`config.mk`:
```
export PLATFORM = sky130hd
export DESIGN_NAME = vga_xga_timing_gen
export DESIGN_NICKNAME = d
export VERILOG_FILES = /design/src/rtl/vga_xga_timing_gen.sv
export SDC_FILE = /design/constraint.sdc
export NUM_CORES = 1
export LEC_CHECK = 0
export CAP_MARGIN = 5
export CORE_MARGIN = 1
export CORE_UTILIZATION = 60
export DETAILED_ROUTE_END_ITERATION = 8
export DONT_BUFFER_PORTS = 1
export PLACE_DENSITY_LB_ADDON = 0.1
export SYNTH_ARGS = -nofsm -noshare
export SYNTH_HDL_FRONTEND = slang
export SYNTH_SLANG_ARGS = --single-unit
```
`constraint.sdc`:
```
create_clock -name clk -period 4.3 [get_ports clk]
set_input_delay 0.86 -clock clk [delete_from_list [all_inputs] [get_ports clk]]
set_output_delay 0.86 -clock clk [all_outputs]
set_load 0.05 [all_outputs]
```
`src/rtl/vga_xga_timing_gen.sv`:
```
// XGA raster timing generator for the VGA text console.
// Split X/Y counters with registered sync/blank decoded from the next state.
module vga_xga_timing_gen #(
   parameter int H_VISIBLE = 1024,
   parameter int H_FRONT   = 24,
   parameter int H_SYNC    = 136,
   parameter int H_BACK    = 160,
   parameter int V_VISIBLE = 768,
   parameter int V_FRONT   = 3,
   parameter int V_SYNC    = 6,
   parameter int V_BACK    = 29,
   parameter bit HSYNC_POL = 1'b0,
   parameter bit VSYNC_POL = 1'b0
) (
   input  logic       clk,
   input  logic       rst_n,
   output logic       hsync,
   output logic       vsync,
   output logic       blank,
   output logic       interrupt,
   input  logic       cli,
   output logic [4:0] x_lo,
   output logic [5:0] x_hi,
   output logic [5:0] y_lo,
   output logic [4:0] y_hi
);

   localparam int H_TOTAL = H_VISIBLE + H_FRONT + H_SYNC + H_BACK;
   localparam int V_TOTAL = V_VISIBLE + V_FRONT + V_SYNC + V_BACK;

   localparam logic [5:0]  X_HI_LAST = 6'(H_TOTAL / 32 - 1);
   localparam logic [4:0]  Y_HI_LAST = 5'((V_TOTAL - 1) / 48);
   localparam logic [5:0]  Y_LO_LAST = 6'((V_TOTAL - 1) % 48);
   localparam logic [10:0] H_VIS     = 11'(H_VISIBLE);
   localparam logic [10:0] V_VIS     = 11'(V_VISIBLE);
   localparam logic [10:0] HS_START  = 11'(H_VISIBLE + H_FRONT);
   localparam logic [10:0] HS_END    = 11'(H_VISIBLE + H_FRONT + H_SYNC);
   localparam logic [10:0] VS_START  = 11'(V_VISIBLE + V_FRONT);
   localparam logic [10:0] VS_END    = 11'(V_VISIBLE + V_FRONT + V_SYNC);

   logic        x_wrap;
   logic        y_wrap;
   logic [4:0]  nx_lo;
   logic [5:0]  nx_hi;
   logic [5:0]  ny_lo;
   logic [4:0]  ny_hi;
   logic [10:0] nx;
   logic [10:0] ny;
   logic        hs_act;
   logic        vs_act;
   logic        blank_nxt;
   logic        irq_set;

   always_comb begin
      x_wrap = (x_hi == X_HI_LAST) && (x_lo == 5'd31);
      y_wrap = (y_hi == Y_HI_LAST) && (y_lo == Y_LO_LAST);
      nx_lo  = x_lo + 5'd1;
      nx_hi  = x_hi;
      ny_lo  = y_lo;
      ny_hi  = y_hi;
      if (x_lo == 5'd31) begin
         nx_hi = x_wrap ? 6'd0 : x_hi + 6'd1;
      end
      if (x_wrap) begin
         if (y_wrap) begin
            ny_lo = 6'd0;
            ny_hi = 5'd0;
         end else if (y_lo == 6'd47) begin
            ny_lo = 6'd0;
            ny_hi = y_hi + 5'd1;
         end else begin
            ny_lo = y_lo + 6'd1;
         end
      end
      // Full-width positions exist only as decode wires: 48*y = 32*y + 16*y
      nx = {nx_hi, nx_lo};
      ny = {1'b0, ny_hi, 5'b0} + {2'b0, ny_hi, 4'b0} + {5'b0, ny_lo};
      hs_act    = (nx >= HS_START) && (nx < HS_END);
      vs_act    = (ny >= VS_START) && (ny < VS_END);
      blank_nxt = (nx >= H_VIS) || (ny >= V_VIS);
      irq_set   = (nx == 11'd0) && (ny == V_VIS);
   end

   always_ff @(posedge clk or negedge rst_n) begin
      if (!rst_n) begin
         x_lo      <= '0;
         x_hi      <= '0;
         y_lo      <= '0;
         y_hi      <= '0;
         hsync     <= ~HSYNC_POL;
         vsync     <= ~VSYNC_POL;
         blank     <= 1'b0;
         interrupt <= 1'b0;
      end else begin
         x_lo      <= nx_lo;
         x_hi      <= nx_hi;
         y_lo      <= ny_lo;
         y_hi      <= ny_hi;
         hsync     <= hs_act ? HSYNC_POL : ~HSYNC_POL;
         vsync     <= vs_act ? VSYNC_POL : ~VSYNC_POL;
         blank     <= blank_nxt;
         interrupt <= irq_set | (interrupt & ~cli);
      end
   end

endmodule

```
==> metrics.md, run 1 <==
| Metric | Value |
|---|---|
| Run status | finished clean |
| Avg Synthesized Cell Area | between 9 and 10 um^2 |
| Routed Antenna Nets | 0 |
| DRC viols | 0 |
| Inserted Diodes | 0 |
| Synth Register Bits | 26 |
| Synth top area share | 35.11% |
| Die ar. | 3068 um^2 |
| Vias per cell | between 6 and 7 |
| DR vias | 1450 |
| CP Cell Sequence | ha_1 > and3_1 > ha_1 > and4b_1 > nand2_1 > buf_6 > nor3_1 > a21oi_1 > o21ai_1 > fa_1 > ha_1 > inv_1 > fa_1 > nor2b_2 > nand3b_1 > or3_1 > a31oi_2 > nand2_1 > o22ai_2 |
| Final Power | 413.7 uW |
| Slowest cell on crit path | fa_1 |
| Num rows | 18 |
| H-tree depth | 1 |
| Pin count of the biggest net entering global routing | 27 |
| Ys async rst share | 100.0% |
| Die Wd | 55.39 um |
| Routability congestion estimate | 0.8806 |
| Worst-Skew Late Latency | 0.32 ns |
| Worst EP arrival | about 4.4 ns |
| Slew HR | 65.83% |
| Worst r2r src | x_lo[0]$_DFF_PN0_ |
| Static Leakage | 0.0009776 uW |
| DR WL/cell | around 16 um |
| Req. time, crit path | 4.56 ns |
| Initial DRC Count | 63 |
| Commonest cells after routing, fill and taps aside | buf_4 (24), dfrtp_1 (22), ha_1 (18), nand2_1 (14), inv_1 (13) |
| Initial antenna violation count | 0 |
| Die H | 55.39 um |
| Worst vdd ir | 0.2340 mV |
| Final WL | roughly 3.9 mm |
| EDFF count, synth | 0 |
| Gr ovfl total | 0 |
| First-pass GRT wire length | 6.389 mm |
| Layout overhead on the synthesized area | 17.04% |
| Area contributors post-synth | dfrtp_1 (35%), ha_1 (13%), dfstp_2 (3.1%), nand2_1 (3.1%), o21ai_0 (2.9%) |
| Fill count | 174 |
| Clk slew on worst S/H paths | 0.14 ns |
| Cells after Synth | roughly 180 |
| Hold Buf Count CTS | 0 |
| TritonRoute pass-1 iters | 4 |
| Min setup slack post-route | 0.1806 ns |
| Final slew viol count | 0 |
| Final Setup Violations | 0 |
| Crit-path max FO | 9 |
| Initial Util | 66.04% |
| Synth warn | 0 |
| # port buffers | 0 |
| Area of the multi-input gates | 1012 um^2 |
| HP Class | in -> async |
| Maximum clock insertion buffer count | 2 |
| Synth Flop Type | dfrtp_1 |
| CTS tree | done |
| Total CTS buffers | 3 |
| Pin slew with the least headroom to its limit | roughly 0.51 ns |
| Clock sinks | 26 |
| Total track usage | about a quarter |
| Final setup skew | 0.001135 ns |
| Setup TNS | 0 ns |
| Commonest non-fill, non-tap cell in the layout | buf_4 |
| Fmax | 242.8 MHz |
| Ratio of cells with drive above 1 in the final layout | roughly 22% |
| Clk root buf | clkbuf_4 |
| Register cell area after layout | 655.6 um^2 |
| Syn_nets | 201 |
| Most frequent CP cell | ha_1 |
| Nets | ~230 |
| Min cycle time layout | between 4 and 5 ns |
| DP Area | 1926 um^2 |
| Period utilization | 95.80% |
| Hold Worst Slack | 0.2085 ns |
| Yosys cell types | 44 |
| Leading area contributor after synthesis | dfrtp_1 |
| Core Footprint | ~2600 um^2 |
| Synthesized cell area | around 1700 um^2 |
| Setup crit start | x_lo[0]$_DFF_PN0_ |
| Design Area, Final | between 2000 and 2500 um^2 |
| Critical Path Start Type | flip-flop |
| Critical path type | reg -> reg |
| Vias in the first global route | 1388 |
| Worst slack at placement | approximately 0.11 ns |
| Crit end category | flip-flop |
| Max-cap violations | 0 |
| DPL Wire Length | between 3 and 4 mm |
| Ports | 29 |
| Final Hold Fails | 0 |
| Pwr/cell area | a little over 200 nW/um^2 |
| Sequential area share after synthesis | a little under two fifths |
| Critical path's largest stage delay | 0.53 ns |
-- cell usage after synthesis, drive strengths merged (2+ instances only) --
cell and n:
xor2 4, nor2b 5, xnor2 5, nor2 8, nand2 14, a21o 3
nand2b 4, clkbuf 2, o21ai 11, o311ai 2, o22ai 3, ha 18
a21oi 6, dfrtp 24, nor3 7, nand3b 3, mux2i 2, or3 4
dfstp 2, fa 2, nand3 8, inv 14, a31oi 6, and3 3
nand4 4, or4 2
-- kinds of logic (layout without fill, tap and decap cells) --
group	after synthesis	count (layout)	share of synthesized area [%]
simple gates	69	69	23.48
compound gates	35	35	13.24
flops	26	26	38.19
fa+ha+maj	20	20	15.51
buf+inv	17	43	3.804
xor+xnor	9	9	4.608
mux	2	2	1.170
-- timing repair --
| item | CTS | global route |
|---|---|---|
| setup buffers | 0 | 0 |
| setup endpoints to repair | 0 | 2 |
| resized for setup | 0 | 6 |
-- layout make-up --
class | count | area share (%)
Clock buffer | 3 | 1.125
Clock inverter | 1 | 1.500
Inverter | 14 | 2.625
Multi-Input combinational cell | 135 | 50.56
Sequential cell | 26 | 32.75
Tap cell | 30 | 1.875
Timing Repair Buffer | 25 | 9.563
-- state kept, by name, summed over array words and instances (netlist names) --
name and cells:
x_lo 5, x_hi 6, vsync 1, interrupt 1, hsync 1, y_hi 5, blank 1, y_lo 6
-- metrics by stage --
step           util, %  instances
6_report         77.29        234
3_5_place_dp     74.35        230
5_1_grt          77.29        234
4_1_cts          76.38        234
2_1_floorplan        -        178
3_3_place_gp     74.35        230
-- worst max-delay path, delay by kind of cell (launching register included) --
family          cells  cell delay (ns)
compound gates      4             0.57
fa+ha+maj           5             1.53
buf+inv             2             0.22
flops               1             0.43
simple gates        8             1.28
-- worst paths after layout --
kind	slack, ns	depth (start not counted)	to
worst max register to register	0.18	19	interrupt$_DFF_PN0_
max in group asynchronous	3.92	0	hsync$_DFF_PN1_
worst max-delay path	0.18	19	interrupt$_DFF_PN0_
min in group clk	0.58	1	x_lo[4]$_DFF_PN0_
worst min register to register	0.58	1	x_lo[4]$_DFF_PN0_
worst min-delay path	0.21	0	x_hi[0]$_DFF_PN0_
-- where the power goes --
group	internal [uW]	switching, uW
combinational	0.000566	0.0000000000000275
sequential	245	0.000000000000189
clock	94.2	74.8
-- metal layers --
layer | share of wire, % | GRT usage (%)
met1 | 43 | 35.56
met2 | 51 | 45.27
met3 | 5.0 | 2.576
met4 | 0.80 | 5.714
met5 | 0 | 0
No activity file was read; power rests on OpenSTA's default activity.
==> run 2: changes to the inputs <==
--- a/config.mk
+++ b/config.mk
@@ -10,7 +10,7 @@
 export CORE_UTILIZATION = 60
 export DETAILED_ROUTE_END_ITERATION = 8
 export DONT_BUFFER_PORTS = 1
-export PLACE_DENSITY_LB_ADDON = 0.1
+export PLACE_DENSITY = 0.84
 export SYNTH_ARGS = -nofsm -noshare
 export SYNTH_HDL_FRONTEND = slang
 export SYNTH_SLANG_ARGS = --single-unit
==> run 2 against run 1 <==
Net effect:
- cell count increased by 0.43%
- design area increased by 1.4%
- clock skew increased by 0.0076 ns
- sequential power about the same
- global-route usage increased by 3.0 points
- utilization increased by 1.1 points
- first-iteration DRC count decreased by 17%
- sequential share of layout area decreased by 0.46 points
- sequential cell count unchanged
- critical path depth unchanged
- critical endpoint unchanged
==> metrics.md, run 2 (same netlist as run 1, synthesis figures left out) <==
| Metric | Value |
|---|---|
| Run status | finished clean |
| Die Wd | ~55 um |
| Initial antenna violation count | 0 |
| H-tree depth | 1 |
| Die H | 55.39 um |
| Met2 WL post-DR | ~2.2 mm |
| Final Hold Fails | 0 |
| Max-cap violations | 0 |
| Top Layer Used | met4 |
| Core Footprint | 2590 um^2 |
| Met1 WL | 1.821 mm |
| Min setup slack post-route | 0.2711 ns |
| Clk root buf | clkbuf_4 |
| # placed instances | 230 |
| Final setup skew | 0.008708 ns |
| Worst r2r src | x_lo[0]$_DFF_PN0_ |
| CP Cell Sequence | ha_1 > and3_1 > ha_1 > and4b_1 > nand2_1 > buf_6 > nor3_1 > a21oi_1 > o21ai_2 > fa_1 > ha_1 > inv_1 > fa_2 > nor2b_2 > nand3b_1 > or3_4 > a31oi_2 > nand2_1 > o22ai_2 |
| Ports | 29 |
| Initial Util | between 60% and 70% |
| Total CTS buffers | 3 |
| Critical path's largest stage delay | between 0.4 and 0.5 ns |
| Hold Buf Count CTS | 0 |
| Worst slack at placement | about 0.13 ns |
| Final slew viol count | 0 |
| # port buffers | 0 |
| Pin count of the biggest net entering global routing | 27 |
| Critical Path Start Type | flip-flop |
| Static Leakage | 0.0009859 uW |
| Commonest non-fill, non-tap cell in the layout | buf_4 |
| Period utilization | 93.69% |
| Worst EP arrival | 4.31 ns |
| Die ar. | about 3000 um^2 |
| Setup TNS | 0 ns |
| Initial DRC Count | 52 |
| Clk slew on worst S/H paths | 0.15 ns |
| Crit-path max FO | 9 |
| Most frequent CP cell | ha_1 |
| Final Power | 417.7 uW |
| Routability congestion estimate | 0.8996 |
| HP Class | in -> async |
| Unrepaired setup endpoints after global routing | false |
| Vias in the first global route | 1501 |
| Fmax | 248.2 MHz |
| Slowest cell on crit path | fa_1 |
| Slew HR | 64.66% |
| Routed Antenna Nets | 0 |
| Clock sinks | 26 |
| TritonRoute pass-1 iters | 4 |
| Worst-Skew Late Latency | 0.34 ns |
| Pwr/cell area | 205.7 nW/um^2 |
| Gr ovfl total | 0 |
| Post-route insts no fill | 235 |
| CTS tree | done |
| Num rows | 18 |
| Commonest cells after routing, fill and taps aside | buf_4 (25), dfrtp_1 (22), ha_1 (18), nand2_1 (14), inv_1 (13) |
| Setup crit start | x_lo[0]$_DFF_PN0_ |
| Final WL | 4.440 mm |
| First-pass GRT wire length | 6.941 mm |
| Layout overhead on the synthesized area | 18.73% |
| DR WL/cell | 18.89 um |
| Met3 WL post-DR | 287 um |
| Vias per cell | 6.366 |
| Ratio of cells with drive above 1 in the final layout | ~25% |
| Total track usage | between 20% and 30% |
| DPL Wire Length | 3.078 mm |
| Maximum clock insertion buffer count | 2 |
| Critical path type | reg -> reg |
| DR vias | roughly 1500 |
| Worst vdd ir | 0.2210 mV |
| Pin slew with the least headroom to its limit | 0.5234 ns |
| Nets | 229 |
| DRC viols | 0 |
| Top flop regs | x_hi (6), y_lo (6) |
| Final Setup Violations | 0 |
| Crit end category | flip-flop |
| Req. time, crit path | 4.58 ns |
| Inserted Diodes | 0 |
| Min cycle time layout | 4.029 ns |
## run 2: routing by layer
layer,up-vias,global-route usage (%)
li1,693,-
met3,10,5.152
met1,724,35.12
met2,69,49.40
met4,0,16.07
met5,-,0
## run 2: per-stage QoR
step / cell area (um^2) / utilization, % / hold slack (ns)
2_1_floorplan: 1713 / - / 0.5644
3_3_place_gp: 1926 / 74.35 / 0.5427
3_5_place_dp: 1926 / 74.35 / 0.5491
4_1_cts: 1978 / 76.38 / 0.1719
5_1_grt: 2031 / 78.41 / 0.1625
6_report: 2031 / 78.41 / 0.1889
## run 2: area by class of cell
class / instances / area (um^2)
inverters: 14 / 52.55
well taps: 30 / 37.54
fillers: 158 / 559.3
flip-flops and latches: 26 / 655.6
repair buffers: 26 / 198.9
clock buffers: 3 / 22.52
multi-input cells: 135 / 1033
clock inverters: 1 / 30.03
## run 2: final timing paths
kind                                       end  slack [ns]  depth (start not counted)
setup / recovery           interrupt$_DFF_PN0_        0.27                         19
hold / removal               x_hi[2]$_DFF_PN0_        0.19                          0
setup reg to reg           interrupt$_DFF_PN0_        0.27                         19
hold reg to reg              x_lo[4]$_DFF_PN0_        0.58                          1
max in group asynchronous      hsync$_DFF_PN1_        3.94                          0
min in group clk             x_lo[4]$_DFF_PN0_        0.58                          1
## run 2: timing repair
action / in CTS / in global routing
endpoints found under the setup margin: 0 / 2
buffers inserted: 0 / 1
gates resized for setup: 0 / 12
hold endpoints to repair: 0 / 0
## run 2: where the power goes
part                switching, uW  internal [uW]  total [uW]
Sequential      0.000000000000191            245         245
Combinational  0.0000000000000254       0.000566     0.00118
Clock                        78.5           94.4         173
## run 2: worst max-delay path, delay by kind of cell, from the launching register on
kind	cells	cell delay (ns)
flip-flops	1	0.43
AO/OA/AOI/OAI	4	0.59
buffers and inverters	2	0.21
adder cells (fa/ha/maj)	5	1.43
AND/OR/NAND/NOR	8	1.29
==> run 3: changes to the inputs <==
--- a/config.mk
+++ b/config.mk
@@ -11,6 +11,7 @@
 export DETAILED_ROUTE_END_ITERATION = 8
 export DONT_BUFFER_PORTS = 1
 export PLACE_DENSITY = 0.84
+export SKIP_CTS_REPAIR_TIMING = 1
 export SYNTH_ARGS = -nofsm -noshare
 export SYNTH_HDL_FRONTEND = slang
 export SYNTH_SLANG_ARGS = --single-unit
==> constraint.sdc (replaced) <==
create_clock -name clk -period 4.89 [get_ports clk]
set_input_delay 0.978 -clock clk [delete_from_list [all_inputs] [get_ports clk]]
set_output_delay 0.978 -clock clk [all_outputs]
set_load 0.05 [all_outputs]
==> run 3 against run 2 <==
Net effect:
- critical path type unchanged
- worst hold slack improved by 0.13 ns
- total power is 13% lower
- utilization is 5.9 points lower
- clock power down 13%
- critical path depth is 1 lower
- routed wire length down 18%
- sequential cell count is the same
==> metrics.md, run 3 (same netlist as run 1, synthesis figures left out) <==
| Metric | Value |
|---|---|
| Commonest cells after routing, fill and taps aside | dfrtp_1 (24), ha_1 (18), nand2_1 (14), inv_1 (13), buf_4 (12) |
| Crit end category | flip-flop |
| # port buffers | 0 |
| Commonest non-fill, non-tap cell in the layout | dfrtp_1 |
| Ratio of cells with drive above 1 in the final layout | 13.61% |
| Worst-Skew Late Latency | 0.32 ns |
| CTS tree | done |
| Pin slew with the least headroom to its limit | 0.6447 ns |
| DP Area | approximately 1800 um^2 |
| CP Cell Sequence | buf_4 > and3_1 > ha_1 > and4b_1 > nand2_1 > nor3_1 > nor2_1 > a31oi_1 > fa_1 > ha_1 > inv_1 > fa_1 > nor2b_1 > nand3b_1 > or3_1 > a31oi_1 > nand2_1 > o22ai_2 |
| CP bufs+invs | 2 |
| Setup TNS | 0 ns |
| Max-cap violations | 0 |
| First-pass GRT wire length | 6.313 mm |
| Nets | about 220 |
| Core Footprint | 2590 um^2 |
| Top Family by Delay on Critical Path | simple AND/OR/NAND/NOR gates |
| Critical path type | reg -> reg |
| DPL Wire Length | 2.760 mm |
| Crit-path max FO | 14 |
| Clock power frac | 41.1% |
| DRC viols | 0 |
| Initial DRC Count | 82 |
| Comb power frac | 0% |
| Maximum clock insertion buffer count | 2 |
| Slew HR | 57.02% |
| Sequential share of power | 58.9% |
| Vias per cell | 6.389 |
| Final WL | 3.654 mm |
| Final Hold Fails | 0 |
| Pwr/cell area | 194.5 nW/um^2 |
| Hold Worst Slack | ~0.32 ns |
| DR vias | ~1400 |
| Initial antenna violation count | 0 |
| Gr ovfl total | 0 |
| Total CTS buffers | 3 |
| Slowest cell on crit path | nor3_1 |
| Pint | 298.1 uW |
| Period utilization | between 90% and 100% |
| Reg2reg setup slack | 0.38 ns |
| Layout overhead on the synthesized area | 9.802% |
| Switching Share | 18.40% |
| NetSw | about 67 uW |
| Final Setup Violations | 0 |
| Inserted Diodes | 0 |
| Design Area, Final | 1878 um^2 |
| Req. time, crit path | ~5.2 ns |
| Worst EP arrival | ~4.8 ns |
| Clk slew on worst S/H paths | 0.15 ns |
| Static Leakage | 0.0009032 uW |
| Die H | 55.39 um |
| Routed Antenna Nets | 0 |
| Die ar. | about 3100 um^2 |
| Die Wd | 55.39 um |
| Vias in the first global route | 1422 |
| Clock sinks | 26 |
| HP Class | in -> async |
| Unrepaired setup endpoints after global routing | false |
| Worst r2r src | x_lo[3]$_DFF_PN0_ |
| Final slew viol count | 0 |
| Fill count | 188 |
| Critical Path Start Type | flip-flop |
| Run status | finished clean |
| Total track usage | 25.78% |
| TritonRoute pass-1 iters | 4 |
| DR WL/cell | roughly 17 um |
| Critical path's largest stage delay | about 0.5 ns |
| Top flop regs | x_hi (6), y_lo (6) |
| Worst R2R Path Depth | 18 |
| Final setup skew | 0.009064 ns |
| H-tree depth | 1 |
| Clk root buf | clkbuf_4 |
| Routability congestion estimate | 0.8487 |
| Initial Util | 66.04% |
| Min cycle time layout | 4.513 ns |
| Fmax | approximately 220 MHz |
| Pin count of the biggest net entering global routing | 27 |
| Num rows | 18 |
| Ports | 29 |
| Worst vdd ir | 0.1524 mV |
| Worst R2R End | interrupt$_DFF_PN0_ |
run 3: cell count changes in the layout (fill, tap and decap cells not counted), moves of 2 or more:
cell / change
a31oi_1: +2
a31oi_2: -2
buf_4: -13
dfrtp_1: +2
dfrtp_2: -2
nor2b_1: +2
run 3: per-layer routing:
layer / wire [um] / share of wire [%] / track usage, %
met3: 318 / 8.7 / 4.918
met4: 28 / 0.77 / 7.857
met1: 1449 / 40 / 32.87
met2: 1857 / 51 / 44.23
met5: 0 / 0 / 0
run 3: layout make-up:
cell class              instances  area [um^2]  share of cell area [%]
inverters                      14        52.55                   2.798
repair buffers                 12        90.09                   4.797
flip-flops and latches         26        653.1                   34.78
multi-input cells             135        992.2                   52.83
clock buffers                   3        22.52                   1.199
clock inverters                 1        30.03                   1.599
well taps                      30        37.54                   1.999
run 3: worst max-delay path by stage:
stage,startpoint,cells past startpoint,slack [ns],endpoint
floorplan,x_lo[0]$_DFF_PN0_,18,0.58,interrupt$_DFF_PN0_
global placement,y_hi[3]$_DFF_PN0_,15,0.67,interrupt$_DFF_PN0_
detailed placement,x_lo[3]$_DFF_PN0_,18,0.52,interrupt$_DFF_PN0_
CTS,x_lo[3]$_DFF_PN0_,18,0.43,interrupt$_DFF_PN0_
global route,x_lo[3]$_DFF_PN0_,18,0.02,interrupt$_DFF_PN0_
finish,x_lo[3]$_DFF_PN0_,18,0.38,interrupt$_DFF_PN0_
run 3: metrics by stage:
step                      power [uW]  worst slack [ns]  cells  utilization (%)
after floorplan                219.2            0.5754    178                -
final                          365.3            0.3770    221            72.51
after CTS                      365.0            0.4288    221            72.51
after global placement         219.1            0.6658    217            70.48
after detailed placement       219.1            0.5233    217            70.48
after global routing           375.5           0.01923    221            72.51
run 3: power groups by stage:
stage | combinational, uW | clock [uW] | sequential, uW
floorplan | 0.000979 | 0 | 219
global placement | 0.00103 | 0 | 219
detailed placement | 0.00103 | 0 | 219
CTS | 0.00103 | 150 | 215
global route | 0.00103 | 160 | 215
finish | 0.00103 | 150 | 215
